`config.mk`:
```
export PLATFORM = sky130hd
export DESIGN_NAME = lstm_input_framer_flat
export DESIGN_NICKNAME = d
export VERILOG_FILES = /design/src/rtl/lstm_input_framer_if.sv /design/src/rtl/lstm_input_framer.sv /design/src/flat_wrapper.sv
export SDC_FILE = /design/constraint.sdc
export NUM_CORES = 2
export LEC_CHECK = 0
export ABC_AREA = 1
export CORE_ASPECT_RATIO = 0.6
export CORE_UTILIZATION = 40
export CTS_CLUSTER_DIAMETER = 100
export DETAILED_ROUTE_END_ITERATION = 8
export PLACE_DENSITY = 0.6
export SLEW_MARGIN = 40
export SYNTH_ARGS = -nofsm -noshare
export SYNTH_HDL_FRONTEND = slang
export SYNTH_SLANG_ARGS = --single-unit
export TNS_END_PERCENT = 10
```
`constraint.sdc`:
```
create_clock -name clk -period 2.3 [get_ports clk]
set_clock_uncertainty 0.05 [all_clocks]
set_input_delay 0.46 -clock clk [delete_from_list [all_inputs] [get_ports clk]]
set_output_delay 0.46 -clock clk [all_outputs]
set_load 0.02 [all_outputs]
```
`src/rtl/lstm_input_framer_if.sv`:
```
// Handshake bundle between the sample source, the framer and the lstm.
//   slave  : framer side (takes samples, presents frames)
//   master : environment side (drives samples, consumes frames)
// Fill side : i_valid, i_data, o_ready, i_flush, o_level
// Frame side: o_x, o_valid, i_ready
interface lstm_input_framer_if #(
  parameter int WIDTH = 32,
  parameter int NUM   = 35
);
  logic                   i_valid;
  logic [WIDTH-1:0]       i_data;
  logic                   o_ready;
  logic                   i_flush;
  logic [NUM*WIDTH-1:0]   o_x;
  logic                   o_valid;
  logic                   i_ready;
  logic [7:0]             o_level;

  modport slave (
    input  i_valid, i_data, i_flush, i_ready,
    output o_ready, o_x, o_valid, o_level
  );

  modport master (
    output i_valid, i_data, i_flush, i_ready,
    input  o_ready, o_x, o_valid, o_level
  );
endinterface

```
`src/rtl/lstm_input_framer.sv`:
```
// Serial-to-parallel framer feeding the lstm i_x port. Samples are written
// into a NUM-word fill buffer; a complete buffer moves into the hold register
// (o_x) as soon as that register is free, so the next frame can stream in
// while the current one waits for the lstm.
// Ports:
//   clk  - rising-edge clock
//   rst  - asynchronous active-low reset
//   bus  - lstm_input_framer_if.slave (sample in, frame out, flush, level)
module lstm_input_framer #(
  parameter int WIDTH = 32,
  parameter int NUM   = 35
) (
  input  logic                clk,
  input  logic                rst,
  lstm_input_framer_if.slave  bus
);

  localparam logic [7:0] CNT_LAST = 8'(NUM - 1);
  localparam logic [7:0] CNT_FULL = 8'(NUM);

  logic [7:0]                  cnt;
  logic [NUM-1:0][WIDTH-1:0]   fill_q;
  logic [NUM-1:0][WIDTH-1:0]   frame_d;
  logic [NUM-1:0][WIDTH-1:0]   hold_q;
  logic                        hold_vld;
  logic                        full, accept, hold_free, xfer;

  assign full      = (cnt == CNT_FULL);
  assign bus.o_ready = !full && !bus.i_flush;
  assign accept    = bus.i_valid && bus.o_ready;
  assign hold_free = !hold_vld || bus.i_ready;
  // Completion is either the last sample arriving now or a buffer already
  // FULL from an earlier edge; flush wins over both.
  assign xfer      = !bus.i_flush && hold_free &&
                     (full || (accept && cnt == CNT_LAST));

  // Fill buffer with this cycle's sample merged in, so a transfer on the
  // accepting edge carries the final word without an extra cycle.
  genvar k;
  generate
    for (k = 0; k < NUM; k++) begin : g_slot
      assign frame_d[k] = (accept && cnt == 8'(k)) ? bus.i_data : fill_q[k];
    end
  endgenerate

  always_ff @(posedge clk or negedge rst) begin
    if (!rst) begin
      cnt      <= '0;
      fill_q   <= '0;
      hold_q   <= '0;
      hold_vld <= 1'b0;
    end else begin
      fill_q <= frame_d;

      if (bus.i_flush || xfer) cnt <= '0;
      else if (accept)         cnt <= cnt + 8'd1;

      if (xfer) begin
        hold_q   <= frame_d;
        hold_vld <= 1'b1;
      end else if (bus.i_ready) begin
        hold_vld <= 1'b0;
      end
    end
  end

  assign bus.o_x     = hold_q;
  assign bus.o_valid = hold_vld;
  assign bus.o_level = cnt;

endmodule

```
`src/flat_wrapper.sv`:
```
// flat-port wrapper written by rule: the top's interface ports become plain ports
module lstm_input_framer_flat 
#(
  parameter int WIDTH = 32,
  parameter int NUM   = 35
)
  (clk, rst, bus_i_valid, bus_i_data, bus_i_flush, bus_i_ready, bus_o_ready, bus_o_x, bus_o_valid, bus_o_level);
  lstm_input_framer_if #(.WIDTH(WIDTH), .NUM(NUM)) bus_i ();
  input  logic clk;
  input  logic rst;
  input wire logic [$bits(bus_i.i_valid)-1:0] bus_i_valid;
  input wire logic [$bits(bus_i.i_data)-1:0] bus_i_data;
  input wire logic [$bits(bus_i.i_flush)-1:0] bus_i_flush;
  input wire logic [$bits(bus_i.i_ready)-1:0] bus_i_ready;
  output wire logic [$bits(bus_i.o_ready)-1:0] bus_o_ready;
  output wire logic [$bits(bus_i.o_x)-1:0] bus_o_x;
  output wire logic [$bits(bus_i.o_valid)-1:0] bus_o_valid;
  output wire logic [$bits(bus_i.o_level)-1:0] bus_o_level;
  assign bus_i.i_valid = bus_i_valid;
  assign bus_i.i_data = bus_i_data;
  assign bus_i.i_flush = bus_i_flush;
  assign bus_i.i_ready = bus_i_ready;
  assign bus_o_ready = bus_i.o_ready;
  assign bus_o_x = bus_i.o_x;
  assign bus_o_valid = bus_i.o_valid;
  assign bus_o_level = bus_i.o_level;
  lstm_input_framer #(.WIDTH(WIDTH), .NUM(NUM)) u_core (.clk(clk), .rst(rst), .bus(bus_i));
endmodule
```
==> impl_metrics.tcl <==
set metrics [dict create \
    synth-simple-area-share_pct 22.6 \
    finalCritPeriodShare_pct 106 \
    wl_per_cell_um 25.4 \
    syn-instance-count 8771 \
    holdWs_ns 0.181 \
    leakage_uw 0.0627 \
    io_pins 1167 \
    clk_latency_ns 0.86 \
    die_height_um 354 \
    synth_xor_xnor_area_share_pct 0.0318 \
    hold_viol 0 \
    setup_ws_ns -0.148 \
    yosysWarnings 0 \
    cts_root_buf "clkbuf_16" \
    via_count 68900 \
    violations "negative setup slack" \
    postLayoutCoreUtil_pct 55.3 \
    drv_slew 0 \
    htree_levels 4 \
    worstPathArrival_ns 3.13 \
    setup_viol 1236 \
    synth.ff_latch_count 2249 \
    worstPathRequired_ns 2.98 \
    dieWidth_um 589 \
    core_sq_um 204000 \
    drt_wl_total_mm 336 \
    synth_seq_area_share_pct 68.1 \
    grt_max_degree 92 \
    synthAdderAreaFrac_pct 0.0605 \
    rows 128 \
    post_synth.cell_area_avg_sq_um 9.43 \
    grt_pass1_vias 66200 \
    clk_pin_slew_ns 0.07 \
    n_fill_cell 18200 \
    start_util_pct 40.5 \
    final_nets 10400 \
    synth_top_family_by_area "simple AND/OR/NAND/NOR gates" \
    p_per_area_nw_per_um2 702 \
    synth.mux.area_fraction_pct 0 \
    ir_worst_vdd_v 0.000643 \
    syn_nets 8812 \
    tns_ns -58.16 \
    path_class "reg -> reg" \
    holdCritPathClass "in -> reg" \
    synth_compound_area_share_pct 5.85 \
    dpl_worst_slack_ns -0.494 \
    end_kind "flip-flop" \
    tritoncts "built" \
    first_pass_iters 6 \
    status "complete, but fails checks" \
    maxCapViolCount 0 \
    drt_iter0_drc 7387 \
    crit_fanout 19 \
    rsz0062_at_grt "yes" \
    synth_area_sq_um 82700 \
    synthToLayoutAreaGrowth_pct 36.5 \
    overflow 0 \
    clock_path_buffers 4 \
    via_per_inst 5.21 \
    critPathLaunchType "flip-flop" \
    maxSlewHeadroom_pct 56.2 \
    drive_gt1_share_pct 12.8 \
    netlist-cell-type-count 25 \
    io_buffers 1166 \
    detail-route-antenna-nets 0 \
    numClockSinks 2249 \
    die-area_sq_um 209000 \
    drc_errors 0 \
    grt_antenna_before_repair 39 \
    dp_hpwl_mm 220 \
    numCtsBuffers 208 \
    tightest_slew_ns 0.657 \
    grt_pass1_wl_mm 463 \
    gp_congestion 0.906 \
    timing.fmax_mhz 408 \
    min_period_ns 2.45 \
    track_usage_pct 30.1 \
    final_common_cell "nand2_1" \
    layout_common_cells "nand2_1, dfrtp_1, dlygate4sd2_1, o21ai_1, o21ai_0" \
]
## per-layer routing
metal,global-route usage [%],vias to the layer above,routed length (um)
met5,0,-,26
li1,-,30400,-
met4,10.3,4,12700
met1,43.4,34700,145000
met3,5.92,583,28400
met2,45.7,3282,150000
## path summary, 6_finish.rpt
kind                       slack (ns)  depth (start not counted)             endpoint                   from
max in group asynchronous        0.94                          4   u_core.fill_q[583]                    rst
min in group asynchronous        0.20                          2   u_core.fill_q[497]                    rst
min                              0.18                          2   u_core.bus.o_valid            bus_i_ready
min reg2reg                      0.43                          2    u_core.fill_q[22]      u_core.fill_q[22]
max reg2reg                     -0.15                         14  u_core.bus.o_x[184]  u_core.bus.o_level[0]
max                             -0.15                         14  u_core.bus.o_x[184]  u_core.bus.o_level[0]
## metrics by stage
stage          cell area, sq um  total power, uW  cells
6_report                 113000            79300  13200
5_1_grt                  113000            81400  13200
4_1_cts                  109000            79600  13100
3_5_place_dp             103000            44000  12700
3_3_place_gp             103000            44000  12700
2_1_floorplan             82700            41600   8771
## report_power, final
group | internal (uW) | switching, uW
logic | 852 | 2420
registers | 40000 | 131
clock network | 20200 | 15700
## critical path, cell delays in order, from the launching register on
cell     delay, ns
dfrtp_1       0.41
buf_4         0.16
inv_4         0.07
ha_4          0.14
nand2_2       0.07
nor2_1        0.13
nand4_1       0.15
nand2_2       0.16
nand2_8       0.17
buf_12        0.21
buf_16        0.16
buf_12        0.15
buf_12        0.15
nand2_1       0.06
nand2_1       0.06
## sequential cells by signal, summed over array words and instances, names as in the netlist
register            cells
u_core.bus.o_x       1120
u_core.fill_q        1120
u_core.bus.o_level      8
u_core.bus.o_valid      1
## repair_timing
item | CTS | global route
gates resized for setup | 953 | 385
setup buffers | 7 | 48
hold endpoints to repair | 907 | 0
setup endpoints to repair | 1609 | 1759
gates cloned | 6 | 94
hold buffers | 1 | 0
pin swaps | 5 | 48
## synth_stat cells, drive strengths merged
master | instances | share of area (%)
a21oi | 3 | 0.018
buf | 372 | 2.3
clkbuf | 191 | 0.87
clkinv | 1 | 0.0045
dfrtp | 2249 | 68
ha | 4 | 0.061
inv | 49 | 0.22
nand2 | 4870 | 22
nand3 | 7 | 0.054
nand4 | 6 | 0.045
nor2 | 45 | 0.21
nor3 | 8 | 0.061
o21ai | 963 | 5.8
xor2 | 3 | 0.032
## kinds of logic (layout without fill, tap and decap cells)
| logic type | after synthesis | after routing |
|---|---|---|
| and+or+nand+nor | 4936 | 4936 |
| other | 0 | 10 |
| DFF | 2249 | 2249 |
| xor gates and xnor gates | 3 | 3 |
| AOI/OAI and AO/OA | 966 | 966 |
| buffers and inverters | 613 | 2330 |
| adders and majority gates | 4 | 4 |
## final cells by class
cell class              count  area (sq um)  area share (%)
diodes                     10          25.0          0.0222
clock buffers             304          6090            5.39
clock inverters            60           807           0.715
inverters                  50           234           0.207
multi-input cells        5909         24500            21.7
flip-flops and latches   2249         56300            49.9
well taps                2730          3420            3.03
repair buffers           1914         21500            19.0
repair inverters            2          32.5          0.0288
Note: power is estimated with default switching activity, not from simulation.
